`config.mk`:
```
export PLATFORM = sky130hd
export DESIGN_NAME = gray_count_receiver
export DESIGN_NICKNAME = d
export VERILOG_FILES = /design/src/rtl/gray_count_receiver.sv
export SDC_FILE = /design/constraint.sdc
export NUM_CORES = 1
export LEC_CHECK = 0
export BUFFER_PORTS_ARGS = -buffer_cell sky130_fd_sc_hd__clkbuf_2
export CORE_MARGIN = 2
export CORE_UTILIZATION = 56
export CTS_CLUSTER_SIZE = 10
export DETAILED_ROUTE_END_ITERATION = 6
export HOLD_SLACK_MARGIN = 0.05
export PLACE_DENSITY = 0.87
export SYNTH_ARGS = -nofsm -noshare
export SYNTH_HDL_FRONTEND = slang
export SYNTH_SLANG_ARGS = --single-unit
```
`constraint.sdc`:
```
create_clock -name clk -period 6.97 [get_ports clk]
set_input_delay 0.3485 -clock clk [delete_from_list [all_inputs] [get_ports clk]]
set_output_delay 0.3485 -clock clk [all_outputs]
set_load 0.03 [all_outputs]
```
`src/rtl/gray_count_receiver.sv`:
```
// Receive side of a Gray-code counter link: synchronizes the incoming Gray count,
// decodes it to binary and classifies every change as a legal step, a backward move or a skip.
module gray_count_receiver #(
  parameter int WIDTH       = 3,
  parameter int SYNC_STAGES = 2,
  parameter int ERR_CNT_W   = 8
) (
  input  logic                 clk,
  input  logic                 rst,
  input  logic [WIDTH-1:0]     gray_in,
  input  logic                 enable,
  input  logic                 err_clr,
  output logic [WIDTH-1:0]     bin_out,
  output logic                 locked,
  output logic                 step,
  output logic                 back_err,
  output logic                 skip_err,
  output logic                 err_sticky,
  output logic [ERR_CNT_W-1:0] err_count
);

  typedef enum logic {ACQUIRE, TRACK} state_t;

  localparam int                FILL_W   = $clog2(SYNC_STAGES + 1);
  localparam logic [FILL_W-1:0] FILL_MAX = FILL_W'(SYNC_STAGES);
  localparam logic [WIDTH-1:0]  D_STEP   = WIDTH'(1);
  localparam logic [WIDTH-1:0]  D_BACK   = '1;
  localparam logic [ERR_CNT_W-1:0] CNT_MAX = '1;

  logic [WIDTH-1:0] sync_q [SYNC_STAGES];
  logic [WIDTH-1:0] s_last;
  logic [WIDTH-1:0] cur;
  logic [WIDTH-1:0] diff;

  state_t              state_q, state_d;
  logic [FILL_W-1:0]   fill_q, fill_d;
  logic [WIDTH-1:0]    bin_d;
  logic                locked_d, step_d, back_d, skip_d, err_hit;
  logic                sticky_d;
  logic [ERR_CNT_W-1:0] count_d;

  // NOTE: the synchronizer is a handful of flops, not a RAM, so it is reset like any
  // other state to give a defined value at the first lock after rst.
  always_ff @(posedge clk or posedge rst) begin
    if (rst) begin
      for (int i = 0; i < SYNC_STAGES; i++) sync_q[i] <= '0;
    end else begin
      sync_q[0] <= gray_in;
      for (int i = 1; i < SYNC_STAGES; i++) sync_q[i] <= sync_q[i-1];
    end
  end

  assign s_last = sync_q[SYNC_STAGES-1];

  // Each binary bit is the XOR of all Gray bits at or above it.
  always_comb begin
    cur = '0;
    for (int i = 0; i < WIDTH; i++) cur[i] = ^(s_last >> i);
  end

  assign diff = cur - bin_out;

  // State register
  always_ff @(posedge clk or posedge rst) begin
    if (rst) state_q <= ACQUIRE;
    else     state_q <= state_d;
  end

  // Next-state logic
  always_comb begin
    state_d = state_q;
    if (!enable)                                      state_d = ACQUIRE;
    else if (state_q == ACQUIRE && fill_q == FILL_MAX) state_d = TRACK;
  end

  // NOTE: every signal gets a default before the branches so no latch is inferred.
  always_comb begin
    fill_d   = fill_q;
    bin_d    = bin_out;
    locked_d = locked;
    step_d   = 1'b0;
    back_d   = 1'b0;
    skip_d   = 1'b0;
    if (!enable) begin
      fill_d   = '0;
      locked_d = 1'b0;
    end else begin
      unique case (state_q)
        ACQUIRE: begin
          if (fill_q == FILL_MAX) begin
            bin_d    = cur;
            locked_d = 1'b1;
          end else begin
            fill_d = fill_q + 1'b1;
          end
        end
        TRACK: begin
          if (diff != '0) begin
            bin_d = cur;
            if (diff == D_STEP)      step_d = 1'b1;
            else if (diff == D_BACK) back_d = 1'b1;
            else                     skip_d = 1'b1;
          end
        end
        default: ;
      endcase
    end
  end

  // A new error on the same edge as err_clr wins: the count restarts at one.
  always_comb begin
    err_hit  = back_d | skip_d;
    sticky_d = err_sticky;
    count_d  = err_count;
    if (err_hit) begin
      sticky_d = 1'b1;
      if (err_clr)                 count_d = ERR_CNT_W'(1);
      else if (err_count != CNT_MAX) count_d = err_count + 1'b1;
    end else if (err_clr) begin
      sticky_d = 1'b0;
      count_d  = '0;
    end
  end

  // NOTE: sequential state uses non-blocking assignments so all flops update together.
  always_ff @(posedge clk or posedge rst) begin
    if (rst) begin
      fill_q     <= '0;
      bin_out    <= '0;
      locked     <= 1'b0;
      step       <= 1'b0;
      back_err   <= 1'b0;
      skip_err   <= 1'b0;
      err_sticky <= 1'b0;
      err_count  <= '0;
    end else begin
      fill_q     <= fill_d;
      bin_out    <= bin_d;
      locked     <= locked_d;
      step       <= step_d;
      back_err   <= back_d;
      skip_err   <= skip_d;
      err_sticky <= sticky_d;
      err_count  <= count_d;
    end
  end

endmodule

```
# Yosys cells after proc, flatten, opt, wreduce, memory -nomap -nowiden
# Cells that the tools add are included.
# classes
add_sub_neg	3
eq_ne	10
n_reduce_logical	11
n_mux	31
n_bitwise	2
# ops
op	count
$mux W8	4
$mux W1	21
$reduce_xor A3 Y1	3
$add A8 B1 Y8 const B	1
$ne A2 B1 Y1 const B	4
$ne A8 B8 Y1 const B	1
$mux W2	3
$mux W3	2
$pmux W3 S2	1
$reduce_and A2 Y1	3
$ne A2 B2 Y1 const B	2
$reduce_bool A2 Y1	2
$eq A3 B1 Y1 const B	1
$eq A3 B3 Y1 const B	1
$reduce_and A3 Y1	1
$reduce_bool A3 Y1	1
$sub A3 B3 Y3	1
$add A2 B1 Y2 const B	1
$eq A2 B2 Y1 const B	1
$logic_and A1 B1 Y1	1
$not A1 Y1	1
$or A1 B1 Y1	1
# totals
wordCells	68
in_bits	7
output_inout_bits	16
regBits	25

# Depth between registers and ports, before layout
# Gate-level depths: netlist of run 1.
# depth
ltp_word	11
depth_mapped	9
ltp_nobuf	8

# Least setup slack after synthesis of run 1
# No wires, ideal clock.
# synth_path
kind	register -> register
startpoint	reg sync_q (netlist bit s_last[2])
endpoint	reg err_count[7]
required_time_ns	6.842
synth_period_minus_slack_ns	2.738
stages_incl_launch_ff	10
setup_slack_ns	4.232
arrival_time_ns	2.610
cell_sequence	dfrtp_1 > xnor2_1 > xor2_1 > ha_1 > fa_1 > xnor3_2 > a21o_1 > buf_6 > nor4_1 > mux2_1
# synth_between
elab_chain_len	11
# synth_lines
element	line_no	rtl
start: declaration	30	logic [WIDTH-1:0] sync_q [SYNC_STAGES];
$reduce_xor A3 Y1	58	for (int i = 0; i < WIDTH; i++) cur[i] = ^(s_last >> i);
$sub A3 B3 Y3 (*)	61	assign diff = cur - bin_out;
$eq A3 B3 Y1	101	else if (diff == D_BACK) back_d = 1'b1;
$mux W1	101	
$mux W1	100	if (diff == D_STEP) step_d = 1'b1;
$mux W1	98	if (diff != '0) begin
$mux W1	88	unique case (state_q)
$mux W1	84	if (!enable) begin
$or A1 B1 Y1 (*)	112	err_hit = back_d | skip_d;
$reduce_bool A2 Y1 (no line)	-	
$reduce_and A2 Y1 (no line)	-	
end signal: assignment	144	err_count <= count_d;
end: declaration	19	output logic [ERR_CNT_W-1:0] err_count
# Every way passes the cells marked *; elsewhere a longest branch is shown, timed or not.
# A chain may end at the register's enable or synchronous reset.

# Final worst setup path of run 1
# layout_path
startpoint	reg sync_q (netlist bit s_last[2])
endpoint	reg err_count[5]
# The elaborated chain is that of the path after synthesis.

==> flow_summary.toml, run 1 <==
[clock_network]
path_clk_slew_ns = 0.13
h-tree-depth = 1
cts_tree = "yes"
cts_buffer_depth = 2
cts_made_buffers = 3
cts_resized = 0
clock-root-buffer = "clkbuf_4"
cts_setup_buffers = 0
holdBufCountCts = 0
clock_latency_ns = 0.31
clock_sinks = 25

[yosys]
synth_common_cells = "dfrtp_1 (25), nand2_1 (6), o21ai_0 (6)"
yosys_most_used_dff = "dfrtp_1"
synth_seq_cells = 25
avgSynthCellArea_um2 = 11.40
yosysWarnings = 0
netlist_top_cells_area = "dfrtp_1 (55%), ha_1 (3.3%), o21ai_0 (2.6%)"
synthMuxAreaShare_pct = 4.830
synth_xor_area_share_pct = 3.622
synth-simple-area-share_pct = 16.90
synth-adder-area-share_pct = 5.049
synth_top_area_share_pct = 54.88
synth_top_family_by_area = "simple AND/OR/NAND/NOR gates"
syn_inst = 100
synth_edf_count = 0
ys_seq_area_share_pct = 54.88
synth.net_count = 111
ys_types = 34
synth-compound-area-share_pct = 10.87
yosysMostFrequentCell = "dfrtp_1"
synth.cell_area_mm2 = 0.001140
async_flop_share_pct = 100.0
yosys.area.top_type = "dfrtp_1"

[die]
chipHeight_um = 49.12
io_pins = 23
die_area_mm2 = 0.002412
start_util_pct = 58.70
coreArea_mm2 = 0.001942
rows = 16
fp.dieW_um = 49.12

[sta]
max_freq_mhz = 337.5
skew_ns = 0.002787
final_hold_viol_count = 0
tns_ns = 0
tightest_slew_ns = 0.8951
final-max-slew-violation-count = 0
slew_headroom_pct = 40.26
finalSetupViolCount = 0
grt_setup_unrepaired = "false"
hold-worst-slack_ns = 0.1366
finalCriticalPeriod_ns = 2.963
finalCritPeriodShare_pct = 42.51

[detailed_routing]
vias = 808
drt-initial-drc-count = 30
routed_wl_um = 1926
via_per_inst = 5.387
dr.pass1.iters = 4
drc_errors = 0
final_antenna_net_count = 0
routedWlPerCell_um = 12.84

[power_and_ir_drop]
leakage_uw = 0.0006212
power.total_uw = 405.7
power.density_mw_per_mm2 = 315.5
max-vdd-ir-drop_v = 0.0001662

[placed_design]
place_hpwl_um = 1506
numPortBuffers = 22
gp_congestion = 0.8353

[setup_path]
path_max_fanout = 12
endpoint_kind = "register"
timing.rr.start = "s_last[2]"
crit_path_start_kind = "register"
r2r_end = "err_count[5]"
cp_data_arrival_time_ns = 3.17
path_class = "reg -> reg"
worstPathRequired_ns = 7.17
reg2reg_slack_ns = 4.01
worstRegToRegCells = 8

[job]
max_cap_viol_count = 0

[worst_hold_path]
hp-start = "gray_in[0]"
holdPathStages = 1
hold_path_class = "in -> reg"
whs_endpoint = "sync_q[3]"

[global_route]
grt_pass1_vias = 728
antenna_found_initial = 0
grt_first_pass_wirelength_um = 3367
grt_max_degree = 26
overflow = 0
grt_util_all_layers_pct = 18.47

[final_layout]
fin_nets = 135
areaGrowthSynthToFinish_pct = 12.84
n_antenna_cell = 0
drive_above_1_share_pct = 23.58

[status]
status = "complete, no violations"
report_power, final:
part           internal [µW]  switching [µW]
sequential               170            21.6
clock                   21.4            40.9
combinational           57.6            94.8
total                    249             157
how the worst max path moves through the flow:
stage                    from            to  cells after the start
floorplan           s_last[2]  err_count[7]                      9
global placement    s_last[2]  err_count[7]                      8
detailed placement  s_last[2]  err_count[5]                      8
CTS                 s_last[2]  err_count[5]                      8
global route        s_last[2]  err_count[5]                      8
finish              s_last[2]  err_count[5]                      8
state kept, by name, summed over array words and instances, names as in the netlist:
signal and cells:
sync_q 3, err_sticky 1, bin_out 3, fill_q 2, back_err 1, locked 1, state_q 1, skip_err 1
err_count 8, step 1, s_last 3
through the flow:
| step | utilization [%] | setup slack, ns | instances | instance area (µm²) |
|---|---|---|---|---|
| floorplan | - | 4.232 | 100 | 1140 |
| global route | 66.24 | 3.764 | 150 | 1286 |
| detailed placement | 64.82 | 4.019 | 146 | 1259 |
| finish | 66.24 | 4.007 | 150 | 1286 |
| global placement | 64.82 | 4.191 | 146 | 1259 |
| CTS | 66.24 | 3.981 | 150 | 1286 |
area by class of cell:
type / count / area [µm²]
clock buffer: 3 / 22.52
clock inverter: 1 / 5.005
fill: 160 / 655.6
inverter: 5 / 18.77
multi-input combinational: 67 / 470.5
sequential: 25 / 625.6
tap: 27 / 33.78
timing repair buffer: 22 / 110.1
per-layer routing:
layer	track usage, %	part of all wire [%]
met1	27.20	46
met2	27.70	49
met3	3.681	4.3
met4	5.714	0.62
met5	0	0
placed cells by master (no fill, tap or decap), types with 3 or more instances in the layout:
cell      instances
nand2_1           6
nor4_1            3
nor2_1            5
o21ai_0           6
nor3_1            3
inv_1             5
nand3_1           5
ha_1              3
nor2b_1           4
clkbuf_2         22
dfrtp_1          25
a21oi_1           5
clkbuf_4          3
cells by family after synthesis:
| group | count (synthesis) |
|---|---|
| AO/OA/AOI/OAI | 20 |
| XOR/XNOR | 3 |
| adder cells (fa/ha/maj) | 4 |
| buffers and inverters | 8 |
| flip-flops | 25 |
| multiplexers | 5 |
| AND/OR/NAND/NOR | 35 |
worst max-delay path, cell delays in order (launching register included):
cell and delay, ns:
dfrtp_1 0.43, xnor2_1 0.37, xor2_1 0.16, ha_1 0.23, fa_1 0.37, xnor3_2 0.29, a21o_1 0.31, nor4_1 0.33
mux2_1 0.36
Note: power is estimated with default switching activity, not from simulation.
==> inputs of run 2 (changes only) <==
--- a/config.mk
+++ b/config.mk
@@ -5,13 +5,14 @@
 export SDC_FILE = /design/constraint.sdc
 export NUM_CORES = 1
 export LEC_CHECK = 0
+export ABC_AREA = 1
 export BUFFER_PORTS_ARGS = -buffer_cell sky130_fd_sc_hd__clkbuf_2
 export CORE_MARGIN = 2
-export CORE_UTILIZATION = 56
+export CORE_UTILIZATION = 49
 export CTS_CLUSTER_SIZE = 10
 export DETAILED_ROUTE_END_ITERATION = 6
 export HOLD_SLACK_MARGIN = 0.05
-export PLACE_DENSITY = 0.87
+export PLACE_DENSITY = 0.8
 export SYNTH_ARGS = -nofsm -noshare
 export SYNTH_HDL_FRONTEND = slang
 export SYNTH_SLANG_ARGS = --single-unit
==> constraint.sdc (replaced) <==
create_clock -name clk -period 2.6 [get_ports clk]
set_input_delay 0.13 -clock clk [delete_from_list [all_inputs] [get_ports clk]]
set_output_delay 0.13 -clock clk [all_outputs]
set_load 0.03 [all_outputs]
==> run 2 against run 1 <==
- first-iteration DRC count is 53% lower
- area after synthesis increased by 12%
- power increased to 2.8 times the previous value
- wire length is 22% higher
- final area increased by 16%
- clock power increased to 2.9 times the previous value
- core utilization fell by 5.9 points
- count of clock-buffer cells in the layout is the same
- highest routed layer unchanged
==> flow_summary.toml, run 2 <==
[status]
status = "complete, no violations"

[yosys]
synth.net_count = 160
ys_seq_area_share_pct = 48.83
synth-compound-area-share_pct = 4.492
synth.cell_area_mm2 = 0.001281
synth_top_family_by_area = "simple AND/OR/NAND/NOR gates"
synthMuxAreaShare_pct = 0
async_flop_share_pct = 100.0
synth-simple-area-share_pct = 32.91
yosys_most_used_dff = "dfrtp_1"
synth_common_cells = "nand2_1 (42), dfrtp_1 (25), inv_1 (16), nand3_1 (14), nor2_1 (14)"
avgSynthCellArea_um2 = 8.599
synth_top_area_share_pct = 48.83
yosysMostFrequentCell = "nand2_1"
syn_inst = 149
yosys.area.top_type = "dfrtp_1"
synth-adder-area-share_pct = 4.492
synth_seq_cells = 25
netlist_top_cells_area = "dfrtp_1 (49%), nand2_1 (12%), nand3_1 (5.5%)"
synth_xor_area_share_pct = 2.734
yosysWarnings = 0
synth_edf_count = 0
ys_types = 25

[global_route]
grt_first_pass_wirelength_um = 3808
grt_util_all_layers_pct = 17.78
grt_pass1_vias = 913
grt_max_degree = 26
antenna_found_initial = 0
overflow = 0

[setup_path]
worstPathRequired_ns = 2.84
cp_slowest_stage_delay_ns = 0.62
cp_data_arrival_time_ns = 2.57
timing.rr.start = "s_last[2]"
cp_num_buf_inv = 0
cp_top_family = "adder cells"
path_max_fanout = 6
reg2reg_slack_ns = 0.27
r2r_end = "bin_out[0]"
path_class = "reg -> reg"
worstRegToRegCells = 8
slowest_stage = "fa_1"
worstPathCellList = "xnor2_2, xor2_1, ha_1, fa_1, nand3_1, o21ai_4, nand2_1, o21ai_0"
endpoint_kind = "register"
crit_path_start_kind = "register"

[final_layout]
largest_reg_flops = 8
areaGrowthSynthToFinish_pct = 16.60
nFillCells = 223
final_util_pct = 60.30
n_antenna_cell = 0
final_common_cell = "nand2_1"
drive_above_1_share_pct = 23.73
regMostFlops = "err_count"
ff_latch_area_um2 = 625.6
multi_input_area_um2 = 579.3
final_cell_mix = "nand2_1 (42), dfrtp_1 (25), clkbuf_2 (22), inv_1 (16)"
fin_nets = 189
instances_no_fill = 207

[sta]
finalSetupViolCount = 0
max_freq_mhz = 429.0
grt_setup_unrepaired = "false"
finalCriticalPeriod_ns = 2.331
setup_ws_ns = 0.2693
tightest_slew_ns = 0.8968
finalCritPeriodShare_pct = 89.64
final-max-slew-violation-count = 0
skew_ns = 0.004698
slew_headroom_pct = 40.15
final_hold_viol_count = 0
tns_ns = 0

[worst_hold_path]
whs_endpoint = "fill_q[0]"
hp-start = "enable"
holdPathStages = 3
hold_path_class = "in -> reg"

[detailed_routing]
routedWlPerCell_um = 11.39
drt-initial-drc-count = 14
via_per_inst = 5.150
vias = 1066
routed_wl_um = 2358
dr_wl_met3_um = 105
drt-met1-wl_um = 1016
drc_errors = 0
final_antenna_net_count = 0
top_layer = "met4"
wl_met2_um = 1193
dr.pass1.iters = 4

[placed_design]
numPortBuffers = 22
place_worst_setup_slack_ns = 0.1538
gp_congestion = 0.7824
place_hpwl_um = 1822
dp_cells = 199

[power_and_ir_drop]
max-vdd-ir-drop_v = 0.0005037
power.density_mw_per_mm2 = 773.5
leakage_uw = 0.0007816

[clock_network]
h-tree-depth = 1
clock_latency_ns = 0.32
cts_made_buffers = 3
cts_buffer_depth = 2
path_clk_slew_ns = 0.13
cts_tree = "yes"
clock_sinks = 25
clock-root-buffer = "clkbuf_4"

[job]
max_cap_viol_count = 0

[die]
fp.dieW_um = 55.14
start_util_pct = 51.72
chipHeight_um = 55.14
coreArea_mm2 = 0.002477
io_pins = 23
rows = 18
die_area_mm2 = 0.003040
## run 2: cell count changes in the layout (fill, tap and decap cells not counted), moves of 4 or more
cell           previous run  this run
nand3_1                   5        14
inv_1                     5        16
nand2_2                   0         4
a21oi_1                   5         1
nor2_1                    5        14
dlygate4sd3_1             0         4
nor2b_1                   4         0
nand2_1                   6        42
## run 2: cells by family (layout without fill, tap and decap cells)
kind of cell	after synthesis	after routing
compound gates	8	8
xor+xnor	4	4
fa+ha+maj	4	4
buf+inv	21	49
flops	25	25
simple gates	87	87
## run 2: metrics by stage
step                cell area [µm²]  power (µW)  hold WS [ns]
finish                         1494        1156       0.06171
global route                   1494        1239       0.05571
CTS                            1486        1167       0.05330
detailed placement             1416       983.7        0.2409
floorplan                      1281       864.6        0.1573
global placement               1416       952.3        0.2381
## run 2: worst max-delay path by stage
stage / depth (start not counted) / start / end / slack, ns
after CTS: 8 / s_last[2] / bin_out[0] / 0.15
after global routing: 8 / s_last[2] / bin_out[1] / 0.12
after floorplan: 7 / s_last[2] / bin_out[1] / 0.44
after global placement: 7 / s_last[2] / bin_out[1] / 0.37
after detailed placement: 8 / s_last[2] / bin_out[0] / 0.15
final: 8 / s_last[2] / bin_out[0] / 0.27
## run 2: area by class of cell
| type | count | share of cell area (%) |
|---|---|---|
| timing repair buffer | 26 | 10.05 |
| inverter | 19 | 4.774 |
| tap | 30 | 2.513 |
| clock buffer | 3 | 1.508 |
| multi-input combinational | 103 | 38.78 |
| sequential | 25 | 41.88 |
| clock inverter | 1 | 0.5025 |
## run 2: power by group
part	switching, µW	total, µW	leakage, µW	internal [µW]
clock	119	178	0.0000139	58.8
combinational	320	474	0.000441	154
sequential	53.3	503	0.000327	450
## run 2: layer usage
metal	global-route usage (%)	up-vias
met5	0	-
met4	7.724	0
met3	3.495	5
met2	31.75	23
met1	20.55	508
li1	-	530
## run 2: worst register-to-register path: stages, from the launching register on
cell and delay, ns:
dfrtp_1 0.44, xnor2_2 0.26, xor2_1 0.13, ha_1 0.21
fa_1 0.62, nand3_1 0.17, o21ai_4 0.24, nand2_1 0.10
o21ai_0 0.10
## run 2: what timing repair did
item                       in CTS  in global routing
gates resized for setup         0                  1
setup endpoints to repair       0                  2
buffers inserted                0                  0
hold buffers                    4                  0
hold endpoints to repair       28                  0
==> inputs of run 3 (changes only) <==
--- a/config.mk
+++ b/config.mk
@@ -8,11 +8,11 @@
 export ABC_AREA = 1
 export BUFFER_PORTS_ARGS = -buffer_cell sky130_fd_sc_hd__clkbuf_2
 export CORE_MARGIN = 2
-export CORE_UTILIZATION = 49
+export CORE_UTILIZATION = 58
 export CTS_CLUSTER_SIZE = 10
 export DETAILED_ROUTE_END_ITERATION = 6
 export HOLD_SLACK_MARGIN = 0.05
-export PLACE_DENSITY = 0.8
+export PLACE_DENSITY = 0.88
 export SYNTH_ARGS = -nofsm -noshare
 export SYNTH_HDL_FRONTEND = slang
 export SYNTH_SLANG_ARGS = --single-unit
==> constraint.sdc (replaced) <==
create_clock -name clk -period 2.9 [get_ports clk]
set_input_delay 0.145 -clock clk [delete_from_list [all_inputs] [get_ports clk]]
set_output_delay 0.145 -clock clk [all_outputs]
set_load 0.03 [all_outputs]
==> run 3 against run 2 <==
- via count fell by 2.2%
- worst setup slack improved by 0.27 ns
- register-to-register slack better by 0.27 ns
- wire length increased by 5.7%
- maximum frequency is 1.2% lower
- critical path type unchanged
==> flow_summary.toml, run 3 (same netlist as run 2, synthesis figures left out) <==
[final_layout]
instances_no_fill = 205
regMostFlops = "err_count"
drive_above_1_share_pct = 23.16
final_cell_mix = "nand2_1 (42), dfrtp_1 (25), clkbuf_2 (22), inv_1 (16)"
final_util_pct = 69.07
final_common_cell = "nand2_1"
multi_input_area_um2 = 571.8
areaGrowthSynthToFinish_pct = 15.82
largest_reg_flops = 8
ff_latch_area_um2 = 625.6
nFillCells = 183
design_area_mm2 = 0.001484
n_antenna_cell = 0
fin_nets = 189

[clock_network]
h-tree-depth = 1
path_clk_slew_ns = 0.14
clock_latency_ns = 0.33
cts_buffer_depth = 2
cts_tree = "yes"
cts_setup_buffers = 0
cts_made_buffers = 3
clock-root-buffer = "clkbuf_4"
clock_sinks = 25

[detailed_routing]
drt-initial-drc-count = 12
dr.pass1.iters = 4
routed_wl_um = 2492
final_antenna_net_count = 0
via_per_inst = 5.088
routedWlPerCell_um = 12.16
vias = 1043
drc_errors = 0

[global_route]
antenna_found_initial = 0
grt_pass1_vias = 973
grt_first_pass_wirelength_um = 4215
grt_util_all_layers_pct = 22.22
overflow = 0
grt_max_degree = 26

[setup_path]
worstPathRequired_ns = 3.16
path_class = "reg -> reg"
crit_path_start_kind = "register"
worstPathCellList = "xnor2_1, xor2_1, ha_1, fa_1, nand3_1, o21ai_4, nand2_1, o21ai_0"
cp_slowest_stage_delay_ns = 0.62
slowest_stage = "fa_1"
endpoint_kind = "register"
cp_data_arrival_time_ns = 2.62
path_max_fanout = 6
cp_num_buf_inv = 0
cp_top_family = "adder cells"

[sta]
tightest_slew_ns = 0.8999
finalCritPeriodShare_pct = 81.37
grt_setup_unrepaired = "false"
skew_ns = 0.004467
finalCriticalPeriod_ns = 2.360
slew_headroom_pct = 39.94
max_freq_mhz = 423.8
final_hold_viol_count = 0
finalSetupViolCount = 0
final-max-slew-violation-count = 0
tns_ns = 0

[placed_design]
numPortBuffers = 22
placed_area_mm2 = 0.001414
gp_congestion = 0.8070
dp_cells = 197
place_hpwl_um = 1809

[die]
rows = 17
die_area_mm2 = 0.002601
io_pins = 23
chipHeight_um = 51
coreArea_mm2 = 0.002148
start_util_pct = 59.64
fp.dieW_um = 51

[power_and_ir_drop]
power.total_uw = 1037
leakage_uw = 0.0007759
power.density_mw_per_mm2 = 698.5
max-vdd-ir-drop_v = 0.0005329

[status]
status = "complete, no violations"

[worst_hold_path]
hold_path_class = "in -> reg"

[job]
max_cap_viol_count = 0
run 3: cell counts in the layout (fill, tap and decap cells not counted):
No cell type changed its count.
run 3: worst min-delay path: stages:
cell	delay [ns]
clkbuf_2	0.10
nand3_1	0.08
nand2_1	0.05
run 3: per-stage QoR:
step,worst slack (ns),hold slack (ns)
2_1_floorplan,0.7412,0.1723
3_3_place_gp,0.6799,0.2537
3_5_place_dp,0.5433,0.2547
4_1_cts,0.5308,0.07626
5_1_grt,0.3541,0.08420
6_report,0.5402,0.07806
run 3: power breakdown:
part           internal (µW)  switching, µW
registers                403           45.8
clock network           52.9            106
logic                    138            290
total                    594            442
run 3: area by class of cell:
cell class	instances	area share, %
flip-flops and latches	25	42.16
clock inverters	1	0.5059
multi-input cells	103	38.53
repair buffers	26	10.12
clock buffers	3	1.518
inverters	19	4.806
well taps	28	2.361
run 3: per-layer routing:
| layer | vias up | routed length, µm | track usage [%] |
|---|---|---|---|
| met4 | 0 | 47 | 11.71 |
| li1 | 527 | - | - |
| met5 | - | 0 | 0 |
| met2 | 28 | 1271 | 40.69 |
| met1 | 483 | 1071 | 24.81 |
| met3 | 5 | 102 | 2.924 |
run 3: worst paths after layout:
path | from | cells after the start | to | slack [ns]
worst min-delay path | enable | 3 | fill_q[0] | 0.08
min in group asynchronous | rst | 3 | err_count[2] | 0.52
worst max-delay path | s_last[2] | 8 | bin_out[1] | 0.54
worst min register to register | sync_q[5] | 0 | s_last[2] | 0.37
max in group asynchronous | rst | 3 | err_count[5] | 1.83
worst max register to register | s_last[2] | 8 | bin_out[1] | 0.54
run 3: repair_timing:
item | in CTS | in global routing
endpoints found under the hold margin | 28 | 0
hold buffers | 4 | 0
resized for setup | 0 | 0
